## src/rtl/alarm_sequencer.sv

```systemverilog
// Alarm ring/snooze/timeout sequencer: qualifies comparator matches by day,
// drives the buzzer and tracks snooze usage and missed alarms.
module alarm_sequencer #(
  parameter int unsigned SNOOZE_MIN = 9,
  parameter int unsigned RING_MIN   = 5,
  parameter int unsigned MAX_SNOOZE = 3
) (
  input  logic       clk,
  input  logic       rst_n,
  input  logic       min_tick,
  input  logic       aa,
  input  logic [2:0] cd,
  input  logic [6:0] day_en,
  input  logic       snooze_btn,
  input  logic       off_btn,
  output logic       buzzer,
  output logic       snoozing,
  output logic [3:0] snooze_left,
  output logic [2:0] snooze_used,
  output logic       missed
);

  // state  | meaning
  // IDLE   | waiting for an enabled alarm match
  // RING   | buzzer on, counting unattended minutes
  // SNOOZE | buzzer off, counting down the snooze period
  typedef enum logic [1:0] {IDLE, RING, SNOOZE} state_t;

  localparam logic [3:0] SNOOZE_LEN = 4'(SNOOZE_MIN);
  localparam logic [3:0] RING_LAST  = 4'(RING_MIN - 1);
  localparam logic [2:0] SNOOZE_MAX = 3'(MAX_SNOOZE);

  state_t     state, state_nx;
  logic       aa_q, sn_q, off_q;
  logic [3:0] ring_cnt, ring_cnt_nx;
  logic [3:0] snooze_left_nx;
  logic [2:0] snooze_used_nx;
  logic       missed_nx;
  logic       aa_rise, sn_p, off_p, trig;
  logic [7:0] day_en_x;

  // Day 7 maps onto a constant-zero enable bit, so it can never trigger.
  assign day_en_x = {1'b0, day_en};
  assign aa_rise  = aa & ~aa_q;
  assign sn_p     = snooze_btn & ~sn_q;
  assign off_p    = off_btn & ~off_q;
  assign trig     = aa_rise & day_en_x[cd];

  always_comb begin
    state_nx       = state;
    ring_cnt_nx    = ring_cnt;
    snooze_left_nx = snooze_left;
    snooze_used_nx = snooze_used;
    missed_nx      = missed;
    unique case (state)
      IDLE: begin
        if (trig) begin
          state_nx       = RING;
          ring_cnt_nx    = '0;
          snooze_used_nx = '0;
          missed_nx      = 1'b0;
        end else if (off_p) begin
          missed_nx = 1'b0;
        end
      end
      RING: begin
        if (off_p) begin
          state_nx = IDLE;
        end else if (sn_p && (snooze_used < SNOOZE_MAX)) begin
          state_nx       = SNOOZE;
          snooze_left_nx = SNOOZE_LEN;
          snooze_used_nx = snooze_used + 3'd1;
        end else if (min_tick && (ring_cnt == RING_LAST)) begin
          state_nx  = IDLE;
          missed_nx = 1'b1;
        end else if (min_tick && (ring_cnt != 4'hF)) begin
          ring_cnt_nx = ring_cnt + 4'd1;
        end
      end
      SNOOZE: begin
        if (off_p) begin
          state_nx       = IDLE;
          snooze_left_nx = '0;
        end else if (min_tick && (snooze_left == 4'd1)) begin
          state_nx       = RING;
          ring_cnt_nx    = '0;
          snooze_left_nx = '0;
        end else if (min_tick && (snooze_left != 4'd0)) begin
          snooze_left_nx = snooze_left - 4'd1;
        end
      end
      default: state_nx = IDLE;
    endcase
  end

  always_ff @(posedge clk or negedge rst_n) begin
    if (!rst_n) begin
      state       <= IDLE;
      aa_q        <= 1'b0;
      sn_q        <= 1'b0;
      off_q       <= 1'b0;
      ring_cnt    <= '0;
      snooze_left <= '0;
      snooze_used <= '0;
      missed      <= 1'b0;
      buzzer      <= 1'b0;
      snoozing    <= 1'b0;
    end else begin
      state       <= state_nx;
      aa_q        <= aa;
      sn_q        <= snooze_btn;
      off_q       <= off_btn;
      ring_cnt    <= ring_cnt_nx;
      snooze_left <= snooze_left_nx;
      snooze_used <= snooze_used_nx;
      missed      <= missed_nx;
      buzzer      <= (state_nx == RING);
      snoozing    <= (state_nx == SNOOZE);
    end
  end

endmodule

```

## config.mk

```make
export PLATFORM = sky130hd
export DESIGN_NAME = alarm_sequencer
export DESIGN_NICKNAME = d
export VERILOG_FILES = /design/src/rtl/alarm_sequencer.sv
export SDC_FILE = /design/constraint.sdc
export NUM_CORES = 1
export LEC_CHECK = 0
export BUFFER_PORTS_ARGS = -buffer_cell sky130_fd_sc_hd__buf_2
export CAP_MARGIN = 0
export CORE_ASPECT_RATIO = 0.75
export CORE_UTILIZATION = 48
export DETAILED_ROUTE_END_ITERATION = 10
export GPL_TIMING_DRIVEN = 0
export PLACE_DENSITY = 0.75
export SETUP_SLACK_MARGIN = 0.02
export SLEW_MARGIN = 20
export SYNTH_ARGS = -nofsm -noshare
export SYNTH_HDL_FRONTEND = slang
export SYNTH_SLANG_ARGS = --single-unit
```

## constraint.sdc

```tcl
create_clock -name clk -period 1.65 [get_ports clk]
set_input_delay 0.165 -clock clk [delete_from_list [all_inputs] [get_ports clk]]
set_output_delay 0.165 -clock clk [all_outputs]
set_load 0.005 [all_outputs]
```

# Word level (Yosys, flattened, before mapping)

Index checks and enable logic that the tools add are counted.

Register bits: 19
Input port bits: 16
Output and inout port bits: 10
Logic and storage cells: 87

Add/subtract/negate cells: 3
Magnitude comparators: 2
Equal/unequal tests: 18
Mux-type cells: 33
Bitwise logic cells: 7
Reductions and logical operators: 14

Operators with widths:

| kind                                               | number |
|---|---|
| 2-to-1 mux 4 bit                                   | 12 |
| inequality test 2 bit, second input constant       | 9 |
| 2-to-1 mux 2 bit                                   | 6 |
| case mux 4 bit (3 select lines)                    | 1 |
| 2-to-1 mux 3 bit                                   | 3 |
| inequality test 4 bit, second input constant       | 2 |
| case mux 4 bit (2 select lines)                    | 1 |
| AND reduction 4 bit                                | 2 |
| AND reduction 8 bit                                | 1 |
| 2-to-1 mux 1 bit                                   | 6 |
| case mux 2 bit (3 select lines)                    | 1 |
| case mux 3 bit (2 select lines)                    | 1 |
| logical AND 1 bit                                  | 5 |
| AND reduction 5 bit                                | 1 |
| adder 4 x 1 -> 4 bit, second input constant        | 1 |
| AND 1 bit                                          | 4 |
| == test 2 x 1 -> 1 bit, second input constant      | 2 |
| == test 2 bit, second input constant               | 2 |
| == test 4 x 1 -> 1 bit, second input constant      | 1 |
| == test 4 x 3 -> 1 bit, second input constant      | 1 |
| < comparator 3 x 4 -> 1 bit, second input constant | 1 |
| nonzero test 2 bit                                 | 2 |
| nonzero test 4 bit                                 | 1 |
| subtractor 4 x 1 -> 4 bit, second input constant   | 1 |
| 8 further kinds                                    | 10 |

# Logic depth before layout (Yosys ltp)

Depth in word-level cells: 7
Mapped depth: 6
Gate-level depth less buffers: 6

# Least setup slack after synthesis

No wires, ideal clock.

Path kind: register to register
From: register snooze_left[0]
To: register snooze_left[2]
Setup time: 0.131 ns
Arrival: 1.589 ns
Data required time: 1.519 ns
Setup slack: -0.071 ns
Cell stages (with the launch flop): 7
Path buffers: 0
Clock period less this slack: 1.721 ns
Path through: dfrtp_1 inv_1 ha_1 or3b_2 nand3_1 nor3_1 or3_1

Word-level cells in the longest chain between the ends: 5
Elaborated cells on any way between the ends: 11
Those cells by class: add/sub: 1; eq/ne: 2; mux: 4; reduce/logical: 4

RTL lines:

| element                                                                    | line   | text |
|---|---|---|
| from (decl)                                                                | 18     | `output logic [3:0] snooze_left,` |
| from (signal assigned)                                                     | 114    | `snooze_left <= snooze_left_nx;` |
| subtractor 4 x 1 -> 4 bit / == test 4 x 1 -> 1 bit (equally long branches) | 89, 84 |  |
| 2-to-1 mux 4 bit / logical AND 1 bit (equally long branches)               | 88, 84 |  |
| 2-to-1 mux 4 bit                                                           | 84     | `end else if (min_tick && (snooze_left == 4'd1)) begin` |
| 2-to-1 mux 4 bit                                                           | 81     | `if (off_p) begin` |
| case mux 4 bit (2 select lines)                                            | 55     | `unique case (state)` |

Several ways; a longest one is shown, not always the timed one. The select of a mux whose other input is x is not followed.
A chain may end at the register's enable or synchronous reset.

# Worst setup path in the final report

From: register snooze_left[1]
To: register snooze_left[2]

The elaborated chain is that of the path after synthesis.

==> reports/metrics.csv <==
stage;metric;value;unit
status;status;finished with violations;
status;violations;negative setup slack;
clock_network;tritoncts;yes;
sta;setup_viol;5;
placed_design;hpwl;2.057;mm
sta;report.final.slew_viol_count;0;
synthesis;synth_compound_gate_area_share;19.19;%
global_routing;grt_pass1_vias;1090;
synthesis;synth_edf_count;0;
sta;finalCritPeriodShare;104.4;%
clock_network;clock_sinks;19;
setup_path;cp.arrival;1.91;ns
final_layout;diodes;0;
power_and_ir_drop;p_per_area;1173;mW/mm²
synthesis;ys.warnings.count;0;
final_layout;fin_cells;194;
flow_run;drv_cap;0;
die;start_util;50.98;%
global_routing;grt_start_max_net_pins;20;
final_layout;num-nets-final;182;
routing;drc_errors;0;
power_and_ir_drop;ir_drop;0.8698;mV
placed_design;dp_cells;180;
setup_path;crit_path_start_kind;flop;
sta;relSlewSlack;65.03;%
sta;setup_ws;-0.07254;ns
routing;viasPerCell;5.933;
global_routing;grt_usage;24.36;%
final_layout;final_cell_area;0.001545;mm²
synthesis;avgSynthCellArea;9.648;µm²
routing;ant_nets;0;
clock_network;htree_levels;1;
synthesis;synth_top_family_by_area;simple AND/OR/NAND/NOR gates;
routing;routedWlPerCell;15.41;µm
global_routing;grt.overflow.total;0;
power_and_ir_drop;p_total;1.812;mW
sta;setup-tns-final;-0.2996;ns
setup_path;end_kind;flop;
clock_network;cts_root_buffer;clkbuf_4;
global_routing;grt_pass1_wl;4.850;mm
synthesis;synth_top_area_share;40.73;%
clock_network;cts_buffers;3;
routing;drt_wl_total;2.989;mm
placed_design;place.gp.congestion;0.8741;
synthesis;synth_area_leader_cell;dfrtp_1;
routing;vias;1151;
synthesis;ys_seq_elements;19;
sta;max_freq;580.5;MHz
synthesis;ys_top_cells_by_area;dfrtp_1 (41%), ha_1 (5.4%), o311ai_0 (3.8%), mux2i_1 (3.4%), nand3_1 (3.0%);
setup_path;cp.required;1.84;ns
global_routing;antenna_found_initial;0;
sta;worstMarginPinSlew;0.5234;ns
die;dieArea;0.002635;mm²
die;std_cell_rows;15;
synthesis;synth-adder-area-share;5.359;%
synthesis;ys_types;38;
die;die_x;58.95;µm
sta;finalClockSkew;0.003266;ns
synthesis;synth-xor-area-share;0;%
clock_network;clock_latency;0.30;ns
synthesis;async_reset_ff_share;100.0;%
die;dieHeight;44.71;µm
synthesis;yosys.area_share.simple;28.08;%
synthesis;synth-main-ff-cell;dfrtp_1;
setup_path;crit_type;flop to flop;
final_layout;fill_cells;192;
sta;finalHoldViolCount;0;
die;fp.coreArea;0.002290;mm²
setup_path;crit_fanout;3;
clock_network;path_clk_slew;0.11;ns
synthesis;syn_inst;121;
synthesis;synthMuxAreaShare;3.430;%
die;io_pins;26;
final_layout;area_growth;32.37;%
routing;dr.pass1.iters;4;
synthesis;yosysSeqAreaShare;40.73;%
min_path;hold_class;input pin to flop;
sta;min_period;1.723;ns
final_layout;drive_gt1_share;33.75;%
synthesis;synth_area;0.001167;mm²
placed_design;place_area;0.001338;mm²
placed_design;port_buffers;25;
sta;rsz0062_at_grt;true;
power_and_ir_drop;p_leak;0.7424;nW
synthesis;synth_nets;142;
routing;initialDrtViolationCount;46;
clock_network;cts_max_path_buffers;2;
layer usage:
layer / vias to the layer above / global-route usage (%) / part of all wire (%)
met5: - / 0 / 0
met4: 0 / 4.286 / 0.57
met3: 2 / 4.585 / 5.1
met2: 43 / 44.09 / 50
met1: 562 / 30.97 / 45
li1: 544 / - / -
state kept, by name (all words and copies together) (netlist names):
signal,cells
snooze_used,3
ring_cnt,4
snoozing,1
buzzer,1
missed,1
off_q,1
sn_q,1
state,2
snooze_left,4
aa_q,1
synthesized netlist by cell type, types with 2 or more instances:
cell,instances
nand3b_1,2
a31oi_1,4
dfrtp_1,19
o311ai_0,5
a211oi_1,2
inv_1,8
a221o_1,3
clkbuf_1,2
mux2i_1,4
nand4_1,2
nand2_1,8
ha_1,5
nor3_1,3
nand2b_1,4
o211ai_1,4
nor3b_1,3
and3_1,3
nand3_1,7
nor2_1,8
nor2b_1,3
o21ai_0,5
power by group:
part           leakage [nW]  total, mW  internal (mW)  switching [mW]
registers             0.247      0.735          0.577           0.158
clock network        0.0177      0.241         0.0903           0.151
logic                 0.477      0.836          0.407           0.428
stage by stage:
step	util [%]	hold WS, ns	worst slack (ns)
after floorplan	-	-0.1306	0.02810
after global placement	58.42	0.1224	-0.1154
after detailed placement	58.42	0.1283	-0.2554
after CTS	64.64	0.03651	-0.06003
after global routing	67.49	0.03525	-0.1589
final	67.49	0.03954	-0.07254
kinds of logic (layout without fill, tap and decap cells):
logic type               after synthesis  count (layout)
flip-flops                            19              19
buffers and inverters                 10              49
multiplexers                           4               4
AO/OA/AOI/OAI                         30              30
adder cells (fa/ha/maj)                5               5
AND/OR/NAND/NOR                       53              53
layout make-up:
cell class / instances / area, µm² / area share [%]
timing repair buffer: 35 / 211.5 / 13.68
clock buffer: 3 / 22.52 / 1.457
tap: 34 / 42.54 / 2.753
multi-input combinational: 92 / 749.5 / 48.50
sequential: 19 / 476.7 / 30.85
inverter: 8 / 30.03 / 1.943
buffer: 2 / 7.507 / 0.4858
clock inverter: 1 / 5.005 / 0.3239
path summary, 6_finish.rpt:
| path | startpoint | endpoint | slack [ns] | cells after the start |
|---|---|---|---|---|
| setup / recovery | snooze_left[1]$_DFFE_PN0P_ | snooze_left[2]$_DFFE_PN0P_ | -0.07 | 6 |
| hold / removal | snooze_btn | sn_q$_DFF_PN0_ | 0.04 | 1 |
| setup reg to reg | snooze_left[1]$_DFFE_PN0P_ | snooze_left[2]$_DFFE_PN0P_ | -0.07 | 6 |
| hold reg to reg | missed$_DFFE_PN0P_ | missed$_DFFE_PN0P_ | 0.58 | 2 |
| max in group asynchronous | rst_n | snooze_left[0]$_DFFE_PN0P_ | 1.01 | 2 |
| min in group asynchronous | rst_n | snooze_left[1]$_DFFE_PN0P_ | 0.33 | 2 |
worst max-delay path, stage by stage (launching register included):
cell and delay [ns]:
dfrtp_1 0.42, inv_2 0.12, ha_4 0.14, or3b_4 0.41, nand3_2 0.11, nor3_2 0.04
or3_1 0.37
what timing repair did:
item,4_1_cts,5_1_grt
hold endpoints to repair,21,0
hold buffers,3,0
buffers inserted,5,2
pin swaps,4,5
resized for setup,15,13
setup endpoints to repair,11,13
placed cells by master (no fill, tap or decap), types with 3 or more instances in the layout:
cell / synthesis / final
inv_1: 8 / 6
mux2i_1: 4 / 4
and3_1: 3 / 3
o211ai_1: 4 / 4
dlygate4sd3_1: 0 / 3
nor2_1: 8 / 8
clkbuf_4: 0 / 3
buf_2: 0 / 25
ha_1: 5 / 3
dfrtp_1: 19 / 18
buf_4: 0 / 6
a221o_1: 3 / 3
nand2_1: 8 / 8
nand2b_1: 4 / 4
a31oi_1: 4 / 4
nor3b_1: 3 / 3
o311ai_1: 0 / 4
nand3_1: 7 / 6
No activity file was read; power rests on OpenSTA's default activity.
